==> config.mk <==
export PLATFORM = sky130hd
export DESIGN_NAME = gsim_feeder_flat
export DESIGN_NICKNAME = d
export VERILOG_FILES = /design/src/rtl/gsim_pkg.sv /design/src/rtl/gsim_feeder_if.sv /design/src/rtl/gsim_feeder.sv /design/src/flat_wrapper.sv
export SDC_FILE = /design/constraint.sdc
export NUM_CORES = 1
export LEC_CHECK = 0
export ABC_AREA = 1
export ABC_CLOCK_PERIOD_IN_PS = 1700
export CAP_MARGIN = 0
export CORE_MARGIN = 5
export CORE_UTILIZATION = 38
export CTS_CLUSTER_SIZE = 30
export DETAILED_ROUTE_END_ITERATION = 6
export PLACE_DENSITY = 0.78
export SKIP_CTS_REPAIR_TIMING = 1
export SLEW_MARGIN = 20
export SYNTH_ARGS = -nofsm -noshare
export SYNTH_HDL_FRONTEND = slang
export SYNTH_SLANG_ARGS = --single-unit
==> constraint.sdc <==
create_clock -name clk -period 1.7 [get_ports clk]
set_input_delay 0.425 -clock clk [delete_from_list [all_inputs] [get_ports clk]]
set_output_delay 0.425 -clock clk [all_outputs]
set_load 0.01 [all_outputs]
==> src/rtl/gsim_pkg.sv <==
// -----------------------------------------------------------------------------
// gsim_pkg
// Shared definitions for the Gauss-Seidel feeder: the shift-register command
// codes understood by the downstream vector shift register, the feeder FSM
// state encoding and a counter-width helper.
// -----------------------------------------------------------------------------
package gsim_pkg;

   // Shift-register commands. Only SH0 (hold) and SH1 (insert one word) are
   // ever issued by the feeder; the others are listed so the encoding stays
   // in one place for every block that talks to the shift register.
   typedef enum logic [2:0] {
      SH0 = 3'b000,
      SH1 = 3'b001,
      SH4 = 3'b010,
      SH5 = 3'b011,
      SH2 = 3'b100
   } sh_cmd_e;

   // Feeder FSM states.
   typedef enum logic [1:0] {
      IDLE   = 2'd0,
      LOAD   = 2'd1,
      RUN    = 2'd2,
      FINISH = 2'd3
   } state_e;

   // Width of an index counter over 'depth' elements (never below one bit).
   function automatic int cnt_width(input int depth);
      return (depth > 1) ? $clog2(depth) : 1;
   endfunction

endpackage

==> src/rtl/gsim_feeder_if.sv <==
// -----------------------------------------------------------------------------
// gsim_feeder_if
// Bundles the feeder's data-path signals:
//   load stream   : in_valid / in_ready / in_data
//   solver result : res_valid / res_data
//   shift register: sh_ctrl / sh_en / sh_in / sh_in2
// master modport : the environment (load source, solver, shift register)
// slave modport  : the feeder itself
// -----------------------------------------------------------------------------
interface gsim_feeder_if #(
   parameter int BIT_WIDTH = 32
) ();
   logic                 in_valid;
   logic                 in_ready;
   logic [BIT_WIDTH-1:0] in_data;
   logic                 res_valid;
   logic [BIT_WIDTH-1:0] res_data;
   logic [2:0]           sh_ctrl;
   logic                 sh_en;
   logic [BIT_WIDTH-1:0] sh_in;
   logic [BIT_WIDTH-1:0] sh_in2;

   modport master (
      output in_valid, in_data, res_valid, res_data,
      input  in_ready, sh_ctrl, sh_en, sh_in, sh_in2
   );

   modport slave (
      input  in_valid, in_data, res_valid, res_data,
      output in_ready, sh_ctrl, sh_en, sh_in, sh_in2
   );
endinterface

==> src/rtl/gsim_feeder.sv <==
// -----------------------------------------------------------------------------
// gsim_feeder
// Feeds a DEPTH-element shift register for an iterative solver. After a start
// request it loads DEPTH initial words from the load stream, then forwards
// solver results into the shift register for iter_num full sweeps, and
// finally pulses done. Every insert appears on the shift-register port one
// cycle after the word is accepted.
//
// Ports
//   clk      in   rising-edge clock
//   rst_n    in   asynchronous active-low reset
//   start    in   one-cycle solve request (ignored while busy)
//   iter_num in   sweep count, sampled when start is accepted
//   bus      slave modport of gsim_feeder_if (load, result, shift-register)
//   busy     out  solve in progress (LOAD, RUN, FINISH)
//   done     out  one-cycle completion pulse
// -----------------------------------------------------------------------------
module gsim_feeder
   import gsim_pkg::*;
#(
   parameter int BIT_WIDTH = 32,
   parameter int DEPTH     = 16
) (
   input  logic           clk,
   input  logic           rst_n,
   input  logic           start,
   input  logic [7:0]     iter_num,
   gsim_feeder_if.slave   bus,
   output logic           busy,
   output logic           done
);

   localparam int            CW        = cnt_width(DEPTH);
   localparam logic [CW-1:0] LAST_ELEM = CW'(DEPTH - 1);

   state_e               r_state;
   logic [7:0]           r_iter_num;
   logic [CW-1:0]        r_elem_cnt;
   logic [7:0]           r_iter_cnt;
   sh_cmd_e              r_sh_ctrl;
   logic                 r_sh_en;
   logic [BIT_WIDTH-1:0] r_sh_in;
   logic                 r_in_ready;
   logic                 r_busy;
   logic                 r_done;

   logic                 w_load_acc;
   logic                 w_run_ins;
   logic                 w_elem_wrap;
   logic [7:0]           w_iter_next;

   // Handshake qualifiers and counter helpers.
   assign w_load_acc  = (r_state == LOAD) && bus.in_valid && r_in_ready;
   assign w_run_ins   = (r_state == RUN) && bus.res_valid;
   assign w_elem_wrap = (r_elem_cnt == LAST_ELEM);
   assign w_iter_next = r_iter_cnt + 8'd1;

   // Feeder FSM with counters and the registered output stage.
   always_ff @(posedge clk or negedge rst_n) begin
      if (!rst_n) begin
         r_state    <= IDLE;
         r_iter_num <= 8'd0;
         r_elem_cnt <= '0;
         r_iter_cnt <= 8'd0;
         r_sh_ctrl  <= SH0;
         r_sh_en    <= 1'b0;
         r_sh_in    <= {BIT_WIDTH{1'b0}};
         r_in_ready <= 1'b0;
         r_busy     <= 1'b0;
         r_done     <= 1'b0;
      end else begin
         // Hold command unless an insert is issued below; sh_in keeps its value.
         r_sh_ctrl <= SH0;
         r_sh_en   <= 1'b0;
         case (r_state)
            IDLE: begin
               r_done <= 1'b0;
               if (start) begin
                  r_iter_num <= iter_num;
                  r_elem_cnt <= '0;
                  r_iter_cnt <= 8'd0;
                  r_in_ready <= 1'b1;
                  r_busy     <= 1'b1;
                  r_state    <= LOAD;
               end
            end
            LOAD: begin
               if (w_load_acc) begin
                  r_sh_ctrl <= SH1;
                  r_sh_en   <= 1'b1;
                  r_sh_in   <= bus.in_data;
                  if (w_elem_wrap) begin
                     r_elem_cnt <= '0;
                     r_in_ready <= 1'b0;
                     // A zero sweep count means the load alone is the whole solve.
                     r_state    <= (r_iter_num == 8'd0) ? FINISH : RUN;
                  end else begin
                     r_elem_cnt <= r_elem_cnt + CW'(1);
                  end
               end
            end
            RUN: begin
               if (w_run_ins) begin
                  r_sh_ctrl <= SH1;
                  r_sh_en   <= 1'b1;
                  r_sh_in   <= bus.res_data;
                  if (w_elem_wrap) begin
                     r_elem_cnt <= '0;
                     r_iter_cnt <= w_iter_next;
                     if (w_iter_next == r_iter_num) begin
                        r_state <= FINISH;
                     end
                  end else begin
                     r_elem_cnt <= r_elem_cnt + CW'(1);
                  end
               end
            end
            FINISH: begin
               // First FINISH cycle lets the last insert show; the second
               // carries done, after which busy and done fall together.
               if (!r_done) begin
                  r_done <= 1'b1;
               end else begin
                  r_done  <= 1'b0;
                  r_busy  <= 1'b0;
                  r_state <= IDLE;
               end
            end
            default: begin
               r_in_ready <= 1'b0;
               r_busy     <= 1'b0;
               r_done     <= 1'b0;
               r_state    <= IDLE;
            end
         endcase
      end
   end

   assign bus.sh_ctrl  = r_sh_ctrl;
   assign bus.sh_en    = r_sh_en;
   assign bus.sh_in    = r_sh_in;
   assign bus.sh_in2   = {BIT_WIDTH{1'b0}};
   assign bus.in_ready = r_in_ready;
   assign busy         = r_busy;
   assign done         = r_done;

endmodule

==> src/flat_wrapper.sv <==
// flat-port wrapper written by rule: the top's interface ports become plain ports
module gsim_feeder_flat import gsim_pkg::*;
#(
   parameter int BIT_WIDTH = 32,
   parameter int DEPTH     = 16
)
  (clk, rst_n, start, iter_num, busy, done, bus_in_valid, bus_in_data, bus_res_valid, bus_res_data, bus_in_ready, bus_sh_ctrl, bus_sh_en, bus_sh_in, bus_sh_in2);
  gsim_feeder_if #(.BIT_WIDTH(BIT_WIDTH)) bus_i ();
  input  logic clk;
  input  logic rst_n;
  input  logic start;
  input  logic [7:0] iter_num;
  output logic busy;
  output logic done;
  input wire logic [$bits(bus_i.in_valid)-1:0] bus_in_valid;
  input wire logic [$bits(bus_i.in_data)-1:0] bus_in_data;
  input wire logic [$bits(bus_i.res_valid)-1:0] bus_res_valid;
  input wire logic [$bits(bus_i.res_data)-1:0] bus_res_data;
  output wire logic [$bits(bus_i.in_ready)-1:0] bus_in_ready;
  output wire logic [$bits(bus_i.sh_ctrl)-1:0] bus_sh_ctrl;
  output wire logic [$bits(bus_i.sh_en)-1:0] bus_sh_en;
  output wire logic [$bits(bus_i.sh_in)-1:0] bus_sh_in;
  output wire logic [$bits(bus_i.sh_in2)-1:0] bus_sh_in2;
  assign bus_i.in_valid = bus_in_valid;
  assign bus_i.in_data = bus_in_data;
  assign bus_i.res_valid = bus_res_valid;
  assign bus_i.res_data = bus_res_data;
  assign bus_in_ready = bus_i.in_ready;
  assign bus_sh_ctrl = bus_i.sh_ctrl;
  assign bus_sh_en = bus_i.sh_en;
  assign bus_sh_in = bus_i.sh_in;
  assign bus_sh_in2 = bus_i.sh_in2;
  gsim_feeder #(.BIT_WIDTH(BIT_WIDTH), .DEPTH(DEPTH)) u_core (.clk(clk), .rst_n(rst_n), .start(start), .iter_num(iter_num), .bus(bus_i), .busy(busy), .done(done));
endmodule
==> tab_implementation.tex <==
\begin{tabular}{lr}
\hline
Metric & Value \\
\hline
\multicolumn{2}{l}{\textbf{Outcome}} \\
\quad Failing checks & negative setup slack \\
\quad Run status & finished with violations \\
\multicolumn{2}{l}{\textbf{STA}} \\
\quad Count of final max-slew check failures & 0 \\
\quad Final hold viol count & 0 \\
\quad Skew final & 0.0111 ns \\
\quad Post-layout worst setup margin & -0.0448 ns \\
\quad Clock period minus final worst setup slack & 1.74 ns \\
\quad Setup violations, final & 12 \\
\quad Maximum clock rate & 0.573 GHz \\
\quad Period Utilization, post-route & 103\% \\
\quad Setup repair after global routing missed its margin & true \\
\multicolumn{2}{l}{\textbf{Floorplanning}} \\
\quad Overall die area & 10600 um\^{}2 \\
\quad Core Region & 8550 um\^{}2 \\
\quad Die height & 103 um \\
\quad Die extent in x & 103 um \\
\quad Effective utilization at floorplan & 38.4\% \\
\quad Ports & 148 \\
\quad Placement Rows & 34 \\
\multicolumn{2}{l}{\textbf{GRT}} \\
\quad Overflow after GRT & 0 \\
\quad Largest net degree at the start of global routing & 47 \\
\quad Tot GR Track Use & 17.1\% \\
\quad First-pass GRT wire length & 14.3 mm \\
\quad Number of global-route vias before repair & 3105 \\
\quad Initial antenna violation count & 0 \\
\multicolumn{2}{l}{\textbf{Finish}} \\
\quad Most common library cell in the layout ignoring fill and taps & nand2\_1 \\
\quad Final-layout fill cell count & 694 \\
\quad Number of nets in the finished design & 643 \\
\quad Post-Layout Inst Area & 5450 um\^{}2 \\
\quad Most frequent cells in the layout & nand2\_1 (105), clkdlybuf4s50\_1 (80), dfrtp\_1 (55), conb\_1 (34), dlymetal6s2s\_1 (32) \\
\quad Total inserted antenna cells & 0 \\
\quad Share of layout cells above drive strength 1 & 25.1\% \\
\quad Layout overhead on the synthesized area & 65.8\% \\
\multicolumn{2}{l}{\textbf{Routing}} \\
\quad Overall via count from detail\_route & 3345 \\
\quad Post-detailed-route DRC marker count & 0 \\
\quad Violation count after the first detailed-route iteration & 130 \\
\quad Router iterations before antenna repair & 4 \\
\quad Average wire length per cell after detail routing & 15.7 um \\
\quad Number of vias per cell & 4.97 \\
\quad Post-Route WL & 10.6 mm \\
\quad Post-route antenna net violation count & 0 \\
\multicolumn{2}{l}{\textbf{Worst setup path}} \\
\quad Worst path required time & 1.95 ns \\
\quad Critical-path cell list & inv\_4 > ha\_2 > inv\_1 > or2\_2 > nand2\_1 > inv\_2 > nand2\_2 > a21oi\_2 > buf\_4 > o21ai\_0 \\
\quad Startpoint types & flop \\
\quad Maximum fanout encountered on the critical timing path & 5 \\
\quad Data arrival time of the critical path & 2.00 ns \\
\quad Largest incremental delay on the critical path & 0.46 ns \\
\quad Worst setup path class & reg2reg \\
\quad Slowest cell on the critical path & dfrtp\_2 \\
\quad Crit path capture type & flop \\
\multicolumn{2}{l}{\textbf{Placed design}} \\
\quad IO Port Bufs & 113 \\
\quad Worst setup timing slack at the placement stage & -0.209 ns \\
\quad Final weighted congestion in routability-driven placement & 0.911 \\
\quad HPWL Detailed & 6.97 mm \\
\quad Instance area after placement & 4500 um\^{}2 \\
\multicolumn{2}{l}{\textbf{Flow run}} \\
\quad Maximum Capacitance Violations & 0 \\
\multicolumn{2}{l}{\textbf{Pwr}} \\
\quad Switching component of the power & 3.92 mW \\
\quad Leakage Power & 2.56 nW \\
\quad Part of the power in registers & 26.0\% \\
\quad Switching part of the total & 41.1\% \\
\quad Clock Power Share & 15.4\% \\
\quad Combinational share of power & 58.6\% \\
\quad Power density over cell area & 1750 nW/um\^{}2 \\
\quad Cell internal power dissipation & 5.61 mW \\
\quad Peak supply drop & 0.899 mV \\
\multicolumn{2}{l}{\textbf{Logic synthesis}} \\
\quad Gate count of the mapped netlist & 415 \\
\quad Unique masters post-synth & 31 \\
\quad Share of async-settable or async-resettable flops after synthesis & 100\% \\
\quad Top FF cell, synth & dfrtp\_1 \\
\quad Number of synthesized flops with an enable pin & 0 \\
\quad Sequential share of the synthesized area & 44.2\% \\
\quad Area fraction of the dominant cell type after synthesis & 44.2\% \\
\quad Synthesized area per cell & 7.91 um\^{}2 \\
\quad \#FFs+latches synth & 58 \\
\quad Synth Cell Area & 3280 um\^{}2 \\
\quad Post-synth top area cell & dfrtp\_1 \\
\quad Count of warnings emitted by yosys & 0 \\
\quad Top area cells in the synthesized netlist & dfrtp\_1 (44\%), nand2\_1 (13\%), buf\_4 (8.2\%), a31oi\_1 (6.1\%), nor2\_1 (5.3\%) \\
\multicolumn{2}{l}{\textbf{Clocking}} \\
\quad Reg clk slew, reported paths & 0.07 ns \\
\quad Number of CTS-inserted buffers & 9 \\
\quad Maximum count of clock buffers along a single path & 2 \\
\quad Clock Tree Root & clkbuf\_8 \\
\quad Later-pin clock latency in the skew report & 0.34 ns \\
\quad Clk sinks & 58 \\
\quad Max H-tree Level & 3 \\
\quad TritonCTS clock tree & done \\
\multicolumn{2}{l}{\textbf{Worst hold path}} \\
\quad Hold WC Path Type & reg2reg \\
\hline
\end{tabular}
==> critical path, delay by kind of cell (launching register included) <==
kind / cells / cell delay (ns)
AND/OR/NAND/NOR: 3 / 0.49
flip-flops: 1 / 0.46
buffers and inverters: 4 / 0.35
adder cells (fa/ha/maj): 1 / 0.18
AO/OA/AOI/OAI: 2 / 0.18
==> synthesized netlist by cell type, types with 2 or more instances <==
cell	n
a21oi_1	9
a31oi_1	32
buf_4	36
buf_6	7
clkbuf_1	7
dfrtp_1	58
ha_1	6
inv_1	29
mux2_2	2
nand2_1	117
nand3_1	27
nand4_1	6
nor2_1	46
o21ai_0	12
o22ai_1	2
o41ai_1	2
xnor2_1	2
xor2_1	2
==> path summary, 6_finish.rpt <==
kind,startpoint,end,slack [ns],depth (start not counted)
max,u_core.r_state[0],u_core.r_iter_cnt[3],-0.04,10
min,u_core.busy,u_core.busy,0.50,2
max reg2reg,u_core.r_state[0],u_core.r_iter_cnt[3],-0.04,10
min reg2reg,u_core.busy,u_core.busy,0.50,2
max in group asynchronous,rst_n,u_core.bus.sh_in[13],0.62,3
min in group asynchronous,rst_n,u_core.r_iter_num[0],0.52,2
==> flip-flops by register name (all words and copies together), names as in the netlist <==
register / flops
u_core.bus.sh_in: 32
u_core.r_iter_cnt: 8
u_core.r_iter_num: 8
u_core.r_elem_cnt: 4
u_core.r_state: 2
u_core.bus.in_ready: 1
u_core.bus.sh_ctrl: 1
u_core.busy: 1
u_core.done: 1
==> routing by layer <==
layer / GRT usage [%] / part of all wire, % / routed length (um)
met1: 20.5 / 37 / 3900
met2: 28.2 / 53 / 5610
met3: 6.02 / 8.3 / 881
met4: 6.37 / 1.8 / 192
met5: 0 / 0 / 0
==> logic make-up after synthesis <==
| family | synth area share [%] |
|---|---|
| XOR/XNOR | 1.07 |
| adder cells (fa/ha/maj) | 2.29 |
| flip-flops | 44.2 |
| AND/OR/NAND/NOR | 25.0 |
| AO/OA/AOI/OAI | 11.6 |
| buffers and inverters | 15.0 |
| multiplexers | 0.686 |
| other | 0.114 |
==> through the flow <==
| stage | hold slack [ns] | cells | total power, mW | TNS, ns | util (%) |
|---|---|---|---|---|---|
| final | 0.504 | 673 | 9.53 | -0.299 | 63.7 |
| after global routing | 0.526 | 673 | 10.2 | -2.68 | 63.7 |
| after CTS | -0.0261 | 656 | 8.07 | -4.97 | 55.2 |
| after detailed placement | 0.344 | 640 | 6.58 | -7.19 | 52.6 |
| after global placement | 0.338 | 640 | 6.43 | -4.99 | 52.6 |
| after floorplan | 0.129 | 448 | 4.76 | 0 | - |
==> final cells by class <==
type / instances / area (um^2) / area share (%)
clock inverters: 6 / 88.8 / 1.63
well taps: 108 / 135 / 2.48
clock buffers: 10 / 138 / 2.53
inverters: 31 / 121 / 2.23
repair buffers: 151 / 1650 / 30.3
multi-input cells: 309 / 1860 / 34.1
flip-flops and latches: 58 / 1460 / 26.7
==> power by group through the flow <==
stage	registers (mW)	clock network [mW]	logic, mW
2_1_floorplan	2.53	0	2.22
3_3_place_gp	2.35	0	4.08
3_5_place_dp	2.37	0	4.21
4_1_cts	2.36	1.49	4.21
5_1_grt	2.55	1.56	6.06
6_report	2.48	1.47	5.59
(Power assumes the default switching activity.)
